===== src/rtl/eq_pkg.sv =====
// Shared constants and types for the keyboard-driven 12-band EQ dial controller.
// Scan codes are PS/2 set-2 make/prefix bytes.
package eq_pkg;

  localparam int NBANDS = 12;

  localparam logic [7:0] SC_EXT      = 8'hE0;
  localparam logic [7:0] SC_BRK      = 8'hF0;
  localparam logic [7:0] SC_LEFT     = 8'h6B;
  localparam logic [7:0] SC_RIGHT    = 8'h74;
  localparam logic [7:0] SC_UP       = 8'h75;
  localparam logic [7:0] SC_DOWN     = 8'h72;
  localparam logic [7:0] SC_RECENTRE = 8'h2D;

  typedef enum logic [1:0] {
    ST_IDLE,
    ST_EXT,
    ST_BRK,
    ST_EXT_BRK
  } parse_state_t;

  typedef enum logic [2:0] {
    ACT_NONE,
    ACT_LEFT,
    ACT_RIGHT,
    ACT_UP,
    ACT_DOWN,
    ACT_RECENTRE
  } key_action_t;

endpackage


===== src/rtl/ps2_arrow_parser.sv =====
// Scan-byte parser: action is combinational from state and byte (zero added latency);
// no backpressure, one byte per cycle, advances only when scan_valid_i is high.
module ps2_arrow_parser
  import eq_pkg::*;
(
  input  logic        clk50,
  input  logic        reset,
  input  logic [7:0]  scan_code_i,
  input  logic        scan_valid_i,
  output key_action_t action_o
);

  parse_state_t state_q;

  always_ff @(posedge clk50 or posedge reset) begin
    if (reset) begin
      state_q <= ST_IDLE;
    end else if (scan_valid_i) begin
      case (state_q)
        ST_IDLE: begin
          if (scan_code_i == SC_EXT)      state_q <= ST_EXT;
          else if (scan_code_i == SC_BRK) state_q <= ST_BRK;
          else                            state_q <= ST_IDLE;
        end
        ST_EXT: begin
          if (scan_code_i == SC_BRK)      state_q <= ST_EXT_BRK;
          else if (scan_code_i == SC_EXT) state_q <= ST_EXT;
          else                            state_q <= ST_IDLE;
        end
        // Byte after a break prefix is the released key; it is swallowed.
        default: state_q <= ST_IDLE;
      endcase
    end
  end

  always_comb begin
    action_o = ACT_NONE;
    if (scan_valid_i) begin
      case (state_q)
        ST_IDLE: if (scan_code_i == SC_RECENTRE) action_o = ACT_RECENTRE;
        ST_EXT: begin
          case (scan_code_i)
            SC_LEFT:  action_o = ACT_LEFT;
            SC_RIGHT: action_o = ACT_RIGHT;
            SC_UP:    action_o = ACT_UP;
            SC_DOWN:  action_o = ACT_DOWN;
            default:  action_o = ACT_NONE;
          endcase
        end
        default: action_o = ACT_NONE;
      endcase
    end
  end

endmodule


===== src/rtl/eq_dial_controller.sv =====
// Arrow keys pick a band and nudge its saturating dial; 1-cycle latency from byte to outputs,
// no backpressure (one byte per cycle). update pulses one cycle per real dial change or recentre.
module eq_dial_controller
  import eq_pkg::*;
#(
  parameter int DIAL_MAX    = 24,
  parameter int DIAL_CENTER = 12
) (
  input  logic       clk50,
  input  logic       reset,
  input  logic [7:0] scan_code,
  input  logic       scan_valid,
  output logic [4:0] dial31,
  output logic [4:0] dial72,
  output logic [4:0] dial150,
  output logic [4:0] dial250,
  output logic [4:0] dial440,
  output logic [4:0] dial630,
  output logic [4:0] dial1000,
  output logic [4:0] dial2500,
  output logic [4:0] dial5000,
  output logic [4:0] dial8000,
  output logic [4:0] dial14000,
  output logic [4:0] dial20000,
  output logic [3:0] sel_band,
  output logic       update,
  output logic [3:0] update_band
);

  localparam logic [4:0] DMAX      = 5'(DIAL_MAX);
  localparam logic [4:0] DCTR      = 5'(DIAL_CENTER);
  localparam logic [3:0] LAST_BAND = 4'(NBANDS - 1);
  localparam logic [3:0] ALL_BANDS = 4'hF;

  key_action_t action;

  logic [4:0] dial_q [NBANDS];
  logic [4:0] dial_d [NBANDS];
  logic [3:0] sel_q, sel_d;
  logic       update_q, update_d;
  logic [3:0] update_band_q, update_band_d;

  ps2_arrow_parser u_parser (
    .clk50        (clk50),
    .reset        (reset),
    .scan_code_i  (scan_code),
    .scan_valid_i (scan_valid),
    .action_o     (action)
  );

  always_comb begin
    dial_d        = dial_q;
    sel_d         = sel_q;
    update_d      = 1'b0;
    update_band_d = update_band_q;
    case (action)
      ACT_LEFT:  sel_d = (sel_q == 4'd0) ? LAST_BAND : sel_q - 4'd1;
      ACT_RIGHT: sel_d = (sel_q == LAST_BAND) ? 4'd0 : sel_q + 4'd1;
      // Saturation is checked before the step so the 5-bit value never wraps.
      ACT_UP: begin
        if (dial_q[sel_q] < DMAX) begin
          dial_d[sel_q] = dial_q[sel_q] + 5'd1;
          update_d      = 1'b1;
          update_band_d = sel_q;
        end
      end
      ACT_DOWN: begin
        if (dial_q[sel_q] != 5'd0) begin
          dial_d[sel_q] = dial_q[sel_q] - 5'd1;
          update_d      = 1'b1;
          update_band_d = sel_q;
        end
      end
      ACT_RECENTRE: begin
        for (int i = 0; i < NBANDS; i++) dial_d[i] = DCTR;
        update_d      = 1'b1;
        update_band_d = ALL_BANDS;
      end
      default: ;
    endcase
  end

  always_ff @(posedge clk50 or posedge reset) begin
    if (reset) begin
      for (int i = 0; i < NBANDS; i++) dial_q[i] <= DCTR;
      sel_q         <= 4'd0;
      update_q      <= 1'b0;
      update_band_q <= 4'd0;
    end else begin
      dial_q        <= dial_d;
      sel_q         <= sel_d;
      update_q      <= update_d;
      update_band_q <= update_band_d;
    end
  end

  assign dial31      = dial_q[0];
  assign dial72      = dial_q[1];
  assign dial150     = dial_q[2];
  assign dial250     = dial_q[3];
  assign dial440     = dial_q[4];
  assign dial630     = dial_q[5];
  assign dial1000    = dial_q[6];
  assign dial2500    = dial_q[7];
  assign dial5000    = dial_q[8];
  assign dial8000    = dial_q[9];
  assign dial14000   = dial_q[10];
  assign dial20000   = dial_q[11];
  assign sel_band    = sel_q;
  assign update      = update_q;
  assign update_band = update_band_q;

endmodule


===== config.mk =====
export PLATFORM = sky130hd
export DESIGN_NAME = eq_dial_controller
export DESIGN_NICKNAME = d
export VERILOG_FILES = /design/src/rtl/eq_pkg.sv /design/src/rtl/ps2_arrow_parser.sv /design/src/rtl/eq_dial_controller.sv
export SDC_FILE = /design/constraint.sdc
export NUM_CORES = 1
export LEC_CHECK = 0
export ABC_AREA = 1
export CORE_ASPECT_RATIO = 1.2
export CORE_MARGIN = 2
export CORE_UTILIZATION = 45
export CTS_BUF_LIST = sky130_fd_sc_hd__clkbuf_4
export CTS_CLUSTER_DIAMETER = 50
export CTS_CLUSTER_SIZE = 12
export DETAILED_ROUTE_END_ITERATION = 10
export PLACE_DENSITY = 0.67
export SLEW_MARGIN = 20
export SYNTH_ARGS = -nofsm -noshare
export SYNTH_HDL_FRONTEND = slang
export SYNTH_HIERARCHICAL = 1
export SYNTH_SLANG_ARGS = --single-unit

===== constraint.sdc =====
create_clock -name clk50 -period 3.2 [get_ports clk50]
set_clock_uncertainty 0.05 [all_clocks]
set_input_delay 0.48 -clock clk50 [delete_from_list [all_inputs] [get_ports clk50]]
set_output_delay 0.48 -clock clk50 [all_outputs]
set_load 0.02 [all_outputs]

# ---- Yosys cells after proc, flatten, opt, wreduce, memory -nomap -nowiden
# Index checks and enable logic that the tools add are counted.
# Widths: inputs -> output; s select.
dict set report totals {
  register_bits 71
  input_bits 11
  output_inout_bits 69
}
dict set report op_classes {
  n_addsub 4
  n_lt_le_gt_ge 3
  n_eq_ne 16
  mux 28
  bitwise 1
  reduce_logical 7
}
# operator n
set op_table {}
lappend op_table {{$pmux 60 s3} 1}
lappend op_table {{$bwmux 60} 2}
lappend op_table {{$mux 60} 2}
lappend op_table {{$eq 8x7->1 const B} 4}
lappend op_table {{$bmux 5 s4} 1}
lappend op_table {{$demux 5 s4} 1}
lappend op_table {{$eq 8x8->1 const B} 2}
lappend op_table {{$mux 4} 4}
lappend op_table {{$mux 5} 3}
lappend op_table {{$pmux 3 s4} 1}
lappend op_table {{$pmux 4 s3} 1}
lappend op_table {{$eq 8x6->1 const B} 1}
lappend op_table {{$pmux 4 s2} 1}
lappend op_table {{$eq 3x2->1 const B} 2}
lappend op_table {{$eq 3x3->1 const B} 2}
lappend op_table {{$mux 2} 3}
lappend op_table {{$mux 3} 2}
lappend op_table {{$pmux 3 s2} 1}
lappend op_table {{$add 5x1->5 const B} 1}
lappend op_table {{$ge 5x5->1 const B} 1}
lappend op_table {{$lt 5x1->1 const B} 1}
lappend op_table {{$lt 5x5->1 const B} 1}
lappend op_table {{$not 4->5} 1}
lappend op_table {{$reduce_bool 5->1} 1}
lappend op_table {{16 further kinds} 19}

# ---- Longest topological paths before layout
# Gate-level depths: netlist (run 1).
dict set report depth {
  ltp_word 8
  depth_mapped 21
  mapped_depth_nobuf 18
}

# ---- Hierarchy
# Netlist (run 1), hierarchy kept.
# mod n_inst cells_each area_per_inst_um2 seq_area_each_um2
set by_module_without_submodules {}
lappend by_module_without_submodules {eq_dial_controller 1 861 5376.4 1756.7}
lappend by_module_without_submodules {ps2_arrow_parser 1 52 269.0 50.0}

# ---- Least setup slack after synthesis (run 1)
# OpenSTA, ideal clock, no wires.
dict set report synth_path {
  path_kind {register to register}
  from {register sel_q[0], in the netlist sel_band[0]}
  to {register (tool-made name)}
  t_arrival_ps 2401
  t_required_ps 3085
  path_slack_ps 684
  stages_incl_launch_ff 18
  cell_sequence {dfrtp_1 > buf_6 > inv_6 > buf_6 > nand2_1 > nand3_1 > nand2_1 > nand2_1 > nand3_1 > clkbuf_1 > ha_1 > nand2_1 > o21ai_1 > buf_4 > nand3_1 > nand2_1 > nand2_1 > nand2_1}
}
# element line
set synth_rtl {}
lappend synth_rtl {{start: declaration} eq_dial_controller.sv:39} ;# logic [3:0] sel_q, sel_d;
lappend synth_rtl {{start signal: assignment} eq_dial_controller.sv:91} ;# sel_q <= sel_d;

==> flow_summary.toml, run 1 <==
[outcome]
run_status = "finished, final reports clean"

[clocking]
cts.hold.buffers_added = 0
post-cts-setup-buffers = 0
clk_root_buffer_cell = "clkbuf_4"
tritoncts.num_buffers = 9
clkTransAtPathRegs_ns = 0.13
post_cts_resized = 0
clock_tree_from_tritoncts = "built"
cts-root-to-sink-buffers = 2
cts.sink_count = 71
worstSkewPairLatency_ns = 0.45
cts.htree.levels = 3

[timing]
slew_at_the_pin_closest_to_its_max_slew_limit_ns = 0.651
tns_ns = 0
finalMaxSlewViolations = 0
worst_slack_ns = 0.279
layout_worst_path_cycle_share_pct = 91.3
fmax_mhz = 342
relSlewSlack_pct = 56.5
fin_crit_ns = 2.92
unrepaired_setup_endpoints_after_global_routing = "false"
final_hold_viol_count = 0
setup-violations-final = 0

[synth]
synth_cells = 913
yosysUniqueCellTypes = 35
synth.mux.area_fraction_pct = 0
synth_simple_gate_area_share_pct = 40.7
synth_area_per_cell_um2 = 6.18
synth-seq-area-share_pct = 32.0
synth-compound-area-share_pct = 13.5
synthesis.nets = 931
post_synth_xor_area_fraction_pct = 0.310
synth_top_family_by_area = "simple AND/OR/NAND/NOR gates"
yosys.area_share.adder_pct = 1.55
ys_warn_count = 6
mappedNetlistArea_um2 = 5650
flip_flop_and_latch_count_after_synthesis = 71

[power_and_ir_drop]
p_per_area_nw_per_um2 = 322
vdd_ir_max_v = 0.000271
static-leakage-power_uw = 0.00317

[floorplan]
die_area_um2 = 13500
placementRows = 44
fp.coreArea_um2 = 12200
starting_density_pct = 46.4
pin_count = 80
die_w_um = 106
chipHeight_um = 127

[final_layout]
seqCellArea_um2 = 1810
multi_input_comb_area_um2 = 3170
final_layout_size_suffix_gt1_share_pct = 11.4
syn_to_final_growth_pct = 20.3
num-nets-final = 1011
filler_cell_count = 1260

[detailed_routing]
num_vias = 6232
wl_per_cell_um = 15.7
route.detailed.drc = 0
detail_route.iter0.violations = 518
routed_wl_mm = 18.2
remaining_antenna_violation_count_after_routing = 0
firstDrtPassIters = 5
routed_via_density = 5.37

[placed_design]
gp_congestion = 0.942
dp_worst_setup_slack_ns = 0.214
place.port_buffers = 79
hpwlAfterDp_mm = 12.9

[global_route]
grt_overflow_total = 0
grt_pass1_wl_mm = 28.9
grt_antenna_before_repair = 1
grt_max_degree = 40
grt.total_usage_pct = 27.4
grt_pass1_vias = 5754

[min_path]
min_path_type = "in2async"

[flow_run]
maxCapViolations = 0

[critical_path]
timing.critical_path.fanout_max = 20
criticalPathCategory = "reg2reg"
end_kind = "flop"
arrival_ns = 3.26
start_kind = "flop"
critPathRequiredTime_ns = 3.54
-- path summary, 6_finish.rpt --
check,from,end,slack [ns],cells past startpoint
max,sel_band[0]$_DFFE_PP0P_,flop,0.28,16
min,reset,u_parser/state_q[0]$_DFFE_PP0P_,0.17,2
max reg2reg,sel_band[0]$_DFFE_PP0P_,flop,0.28,16
min reg2reg,flop,flop,0.44,2
max in group asynchronous,reset,asynchronous set/reset pin,2.02,3
min in group clk50,flop,flop,0.44,2
-- per-stage QoR --
step           total power [uW]  hold WS [ns]  utilization, %  std cells  instance area, um2
6_report                   2190         0.173            55.8       1160                6790
3_3_place_gp               1570         0.418            54.6       1143                6650
5_1_grt                    2290         0.162            55.8       1160                6790
4_1_cts                    2170         0.168            55.8       1159                6790
3_5_place_dp               1570         0.421            54.6       1143                6650
2_1_floorplan              1350         0.171               -        913                5650
-- critical path: stages (launching register included) --
cell and delay (ns):
dfrtp_1 0.46, buf_4 0.30, nand2_1 0.09, nand3_1 0.13, nand2_1 0.07, nand2_1 0.06, nand3_1 0.17, inv_1 0.13
ha_1 0.15, inv_1 0.05, nor2_1 0.15, nand3_1 0.48, nand3_1 0.26, nand2_1 0.07, nand2_1 0.08, nand2_1 0.06
nand2_1 0.07
-- cell usage after synthesis, drive strengths merged --
library cell    n  area [um2]
a21oi          37         185
ha              7        87.6
nand3          95         480
a31oi           1        6.26
inv           118         448
dfstp          24         631
nand2         338        1280
o31ai           1        7.51
nand4           5        31.3
o221ai          2        17.5
xor2            2        17.5
nor2           90         445
dfrtp          47        1180
and3            1        6.26
o21ai          79         399
buf            26         181
nor3            7        46.3
o211ai         10        75.1
clkinv          1        3.75
nand3b          1        7.51
o21a            8        60.1
o22ai           2        12.5
clkbuf         11        41.3
-- final cells by class --
class	count	share of cell area, %
Timing Repair Buffer	106	15.0
Multi-Input combinational cell	686	46.7
Antenna cell	1	0.0368
Tap cell	161	2.97
Inverter	119	6.65
Sequential cell	71	26.6
Clock buffer	11	1.22
Clock inverter	5	0.866
-- cells by family (layout without fill, tap and decap cells) --
| kind of cell | after synthesis | count (layout) |
|---|---|---|
| and+or+nand+nor | 537 | 537 |
| buffers and inverters | 156 | 241 |
| AOI/OAI and AO/OA | 140 | 140 |
| DFF | 71 | 71 |
| adders and majority gates | 7 | 7 |
| xor gates and xnor gates | 2 | 2 |
| other | 0 | 1 |
-- report_power, final --
part           internal [uW]  total [uW]  switching, uW
Clock                    256         613            357
Combinational            184         638            454
Sequential               918         935           16.6
Total                   1360        2190            828
-- layout by cell type (no fill, tap or decap), drive strengths merged --
master / n
clkdlybuf4s50: 79
o221ai: 2
bufinv: 1
inv: 118
nand3: 95
diode: 1
a21oi: 37
ha: 7
o21ai: 79
xor2: 2
and3: 1
nand4: 5
nor2: 90
nand2: 338
buf: 27
nand3b: 1
o21a: 8
a31oi: 1
o211ai: 10
o22ai: 2
dfstp: 24
dfrtp: 47
o31ai: 1
nor3: 7
clkinv: 4
clkbuf: 11
clkinvlp: 1
-- layer usage --
metal,GRT usage (%),wire (um),up-vias
met4,11.5,507,0
met5,2.26,0,-
met3,4.11,1420,45
met2,45.2,8640,272
met1,35.6,7600,2868
li1,-,-,3047
No activity file was read; power rests on OpenSTA's default activity.
==> run 2: changes to the inputs <==
PLACE_DENSITY = 0.66   (was 0.67)
SYNTH_HIERARCHICAL = default   (was 1)
==> run 2 against run 1 <==
  * Flip-flop and latch count stayed put
  * Design area is 3.9% higher
  * Sequential share of layout area is 1.0 points lower
  * Cell count is 2.3% higher
  * Critical path type unchanged
==> flow_summary.toml, run 2 <==
[outcome]
run_status = "finished, final reports clean"

[clocking]
clock_tree_from_tritoncts = "built"
post-cts-setup-buffers = 0
tritoncts.num_buffers = 9
post_cts_resized = 0
cts.htree.levels = 3
clkTransAtPathRegs_ns = 0.14
worstSkewPairLatency_ns = 0.46
clk_root_buffer_cell = "clkbuf_4"
cts-root-to-sink-buffers = 2
cts.sink_count = 71
cts.hold.buffers_added = 0

[power_and_ir_drop]
power.clock.fraction_pct = 19.6
p_per_area_nw_per_um2 = 444
switchingPower_uw = 1510
sw_frac_of_total_pct = 48.1
cell_internal_pwr_uw = 1630
static-leakage-power_uw = 0.00360
vdd_ir_max_v = 0.000333
pwr-share-comb_pct = 49.4
sequentialPowerShare_pct = 31.0

[critical_path]
arrival_ns = 3.11
critPathRequiredTime_ns = 3.50
cp_slowest_stage_delay_ns = 0.87
critical_path.slowest_cell = "ha_1"
start_kind = "flop"
crit_chain = "inv_1 > nor2_2 > nand2_1 > nand3_4 > inv_1 > ha_1 > nand2_1 > o21ai_0 > o22ai_1 > nand2_1 > o21ai_0"
timing.critical_path.fanout_max = 21
criticalPathCategory = "reg2reg"
cp_common_cell = "nand2_1"
end_kind = "flop"

[timing]
layout_worst_path_cycle_share_pct = 87.8
relSlewSlack_pct = 40.9
setup-violations-final = 0
fmax_mhz = 356
tns_ns = 0
finalMaxSlewViolations = 0
unrepaired_setup_endpoints_after_global_routing = "false"
slew_at_the_pin_closest_to_its_max_slew_limit_ns = 0.886
final_hold_viol_count = 0
fin_crit_ns = 2.81

[final_layout]
final_cell_mix = "346 x nand2_1, 109 x inv_1, 84 x nand3_1, 79 x clkdlybuf4s50_1, 64 x o21ai_0"
multi_input_comb_area_um2 = 3390
seqCellArea_um2 = 1810
postLayoutCoreUtil_pct = 55.2
filler_cell_count = 1347
final_layout_size_suffix_gt1_share_pct = 14.3
num-nets-final = 1034
final_common_cell = "nand2_1"
syn_to_final_growth_pct = 19.0

[synth]
asyncSetResetFlopFracSynth_pct = 100
synth_area_per_cell_um2 = 6.38
synth_largest_type_area_fraction_pct = 21.9
synthTopCellsByArea = "nand2_1 22%, dfrtp_1 20%, dfstp_2 11%"
flip_flop_and_latch_count_after_synthesis = 71
yosysUniqueCellTypes = 39
synth_cells = 930
yosys.cell_count.top_type = "nand2_1"
netlist_top_cells_count = "346 x nand2_1, 110 x inv_1, 84 x nand3_1"
post-synth-top-area-cell = "nand2_1"
synth-seq-area-share_pct = 30.5
ys_dominant_reg_cell = "dfrtp_1"
mappedNetlistArea_um2 = 5930
ys_warn_count = 0
synthesis.nets = 947
synth_edf_count = 0

[floorplan]
placementRows = 45
fp.coreArea_um2 = 12800
die_w_um = 109
die_area_um2 = 14100
pin_count = 80
chipHeight_um = 130
starting_density_pct = 46.4

[placed_design]
gp_congestion = 0.933
place.port_buffers = 79
hpwlAfterDp_mm = 14.0

[detailed_routing]
route.detailed.drc = 0
firstDrtPassIters = 5
routed_wl_mm = 18.8
remaining_antenna_violation_count_after_routing = 0
num_vias = 6249
detail_route.iter0.violations = 487
routed_via_density = 5.26
wl_per_cell_um = 15.8

[flow_run]
maxCapViolations = 0

[global_route]
grt.total_usage_pct = 27.8
grt_max_degree = 33
grt_pass1_vias = 5841
grt_overflow_total = 0
grt_pass1_wl_mm = 30.0
grt_antenna_before_repair = 1

[min_path]
min_path_type = "in2async"
run 2: area by class of cell:
cell class / count / share of cell area (%)
inverter: 131 / 6.97
tap: 164 / 2.91
multi-input combinational: 697 / 48.0
timing repair buffer: 107 / 14.5
clock inverter: 7 / 1.01
sequential: 71 / 25.6
antenna: 1 / 0.0355
clock buffer: 9 / 0.957
run 2: kinds of logic after synthesis:
group	after synthesis	share of synthesized area, %
AOI/OAI and AO/OA	141	13.0
xor gates and xnor gates	4	0.591
adders and majority gates	6	1.27
buffers and inverters	162	12.5
DFF	71	30.5
and+or+nand+nor	546	42.2
run 2: path summary, 6_finish.rpt:
| path | startpoint | slack [ns] | end | cells past startpoint |
|---|---|---|---|---|
| setup / recovery | sel_band[3]$_DFFE_PP0P_ | 0.39 | flop | 11 |
| hold reg to reg | update_band[3]$_DFFE_PP0P_ | 0.46 | update_band[3]$_DFFE_PP0P_ | 2 |
| setup reg to reg | sel_band[3]$_DFFE_PP0P_ | 0.39 | flop | 11 |
| min in group clk50 | update_band[3]$_DFFE_PP0P_ | 0.46 | update_band[3]$_DFFE_PP0P_ | 2 |
| max in group asynchronous | reset | 1.96 | asynchronous set/reset pin | 3 |
| hold / removal | reset | 0.38 | dial1000[0]$_DFFE_PP0P_ | 2 |
run 2: per-stage QoR:
step | area (um2) | worst slack, ns | power, uW | hold WS [ns] | std cells
after floorplan | 5930 | 0.671 | 1980 | 0.463 | 930
after global placement | 6920 | 0.280 | 2500 | 0.437 | 1170
after global routing | 7060 | 0.112 | 3300 | 0.437 | 1187
final | 7060 | 0.391 | 3140 | 0.384 | 1187
after CTS | 7050 | 0.398 | 3120 | 0.393 | 1186
after detailed placement | 6920 | 0.224 | 2500 | 0.424 | 1170
run 2: layer usage:
| layer | global-route usage (%) | vias up | routed length, um |
|---|---|---|---|
| li1 | - | 3117 | - |
| met1 | 36.4 | 2850 | 8270 |
| met2 | 46.0 | 249 | 8880 |
| met3 | 4.60 | 33 | 1230 |
| met4 | 10.8 | 0 | 430 |
| met5 | 0 | - | 0 |
run 2: power by group through the flow:
stage | registers (uW) | clock network, uW | logic [uW]
6_report | 974 | 613 | 1550
4_1_cts | 973 | 625 | 1520
5_1_grt | 980 | 661 | 1660
3_5_place_dp | 989 | 0 | 1510
3_3_place_gp | 989 | 0 | 1520
2_1_floorplan | 1020 | 0 | 959
run 2: critical path: cells and delay by family (launching register included):
family                     cells  cell delay (ns)
adders and majority gates      1             0.87
DFF                            1             0.59
and+or+nand+nor                5             0.74
AOI/OAI and AO/OA              3             0.28
buffers and inverters          2             0.17
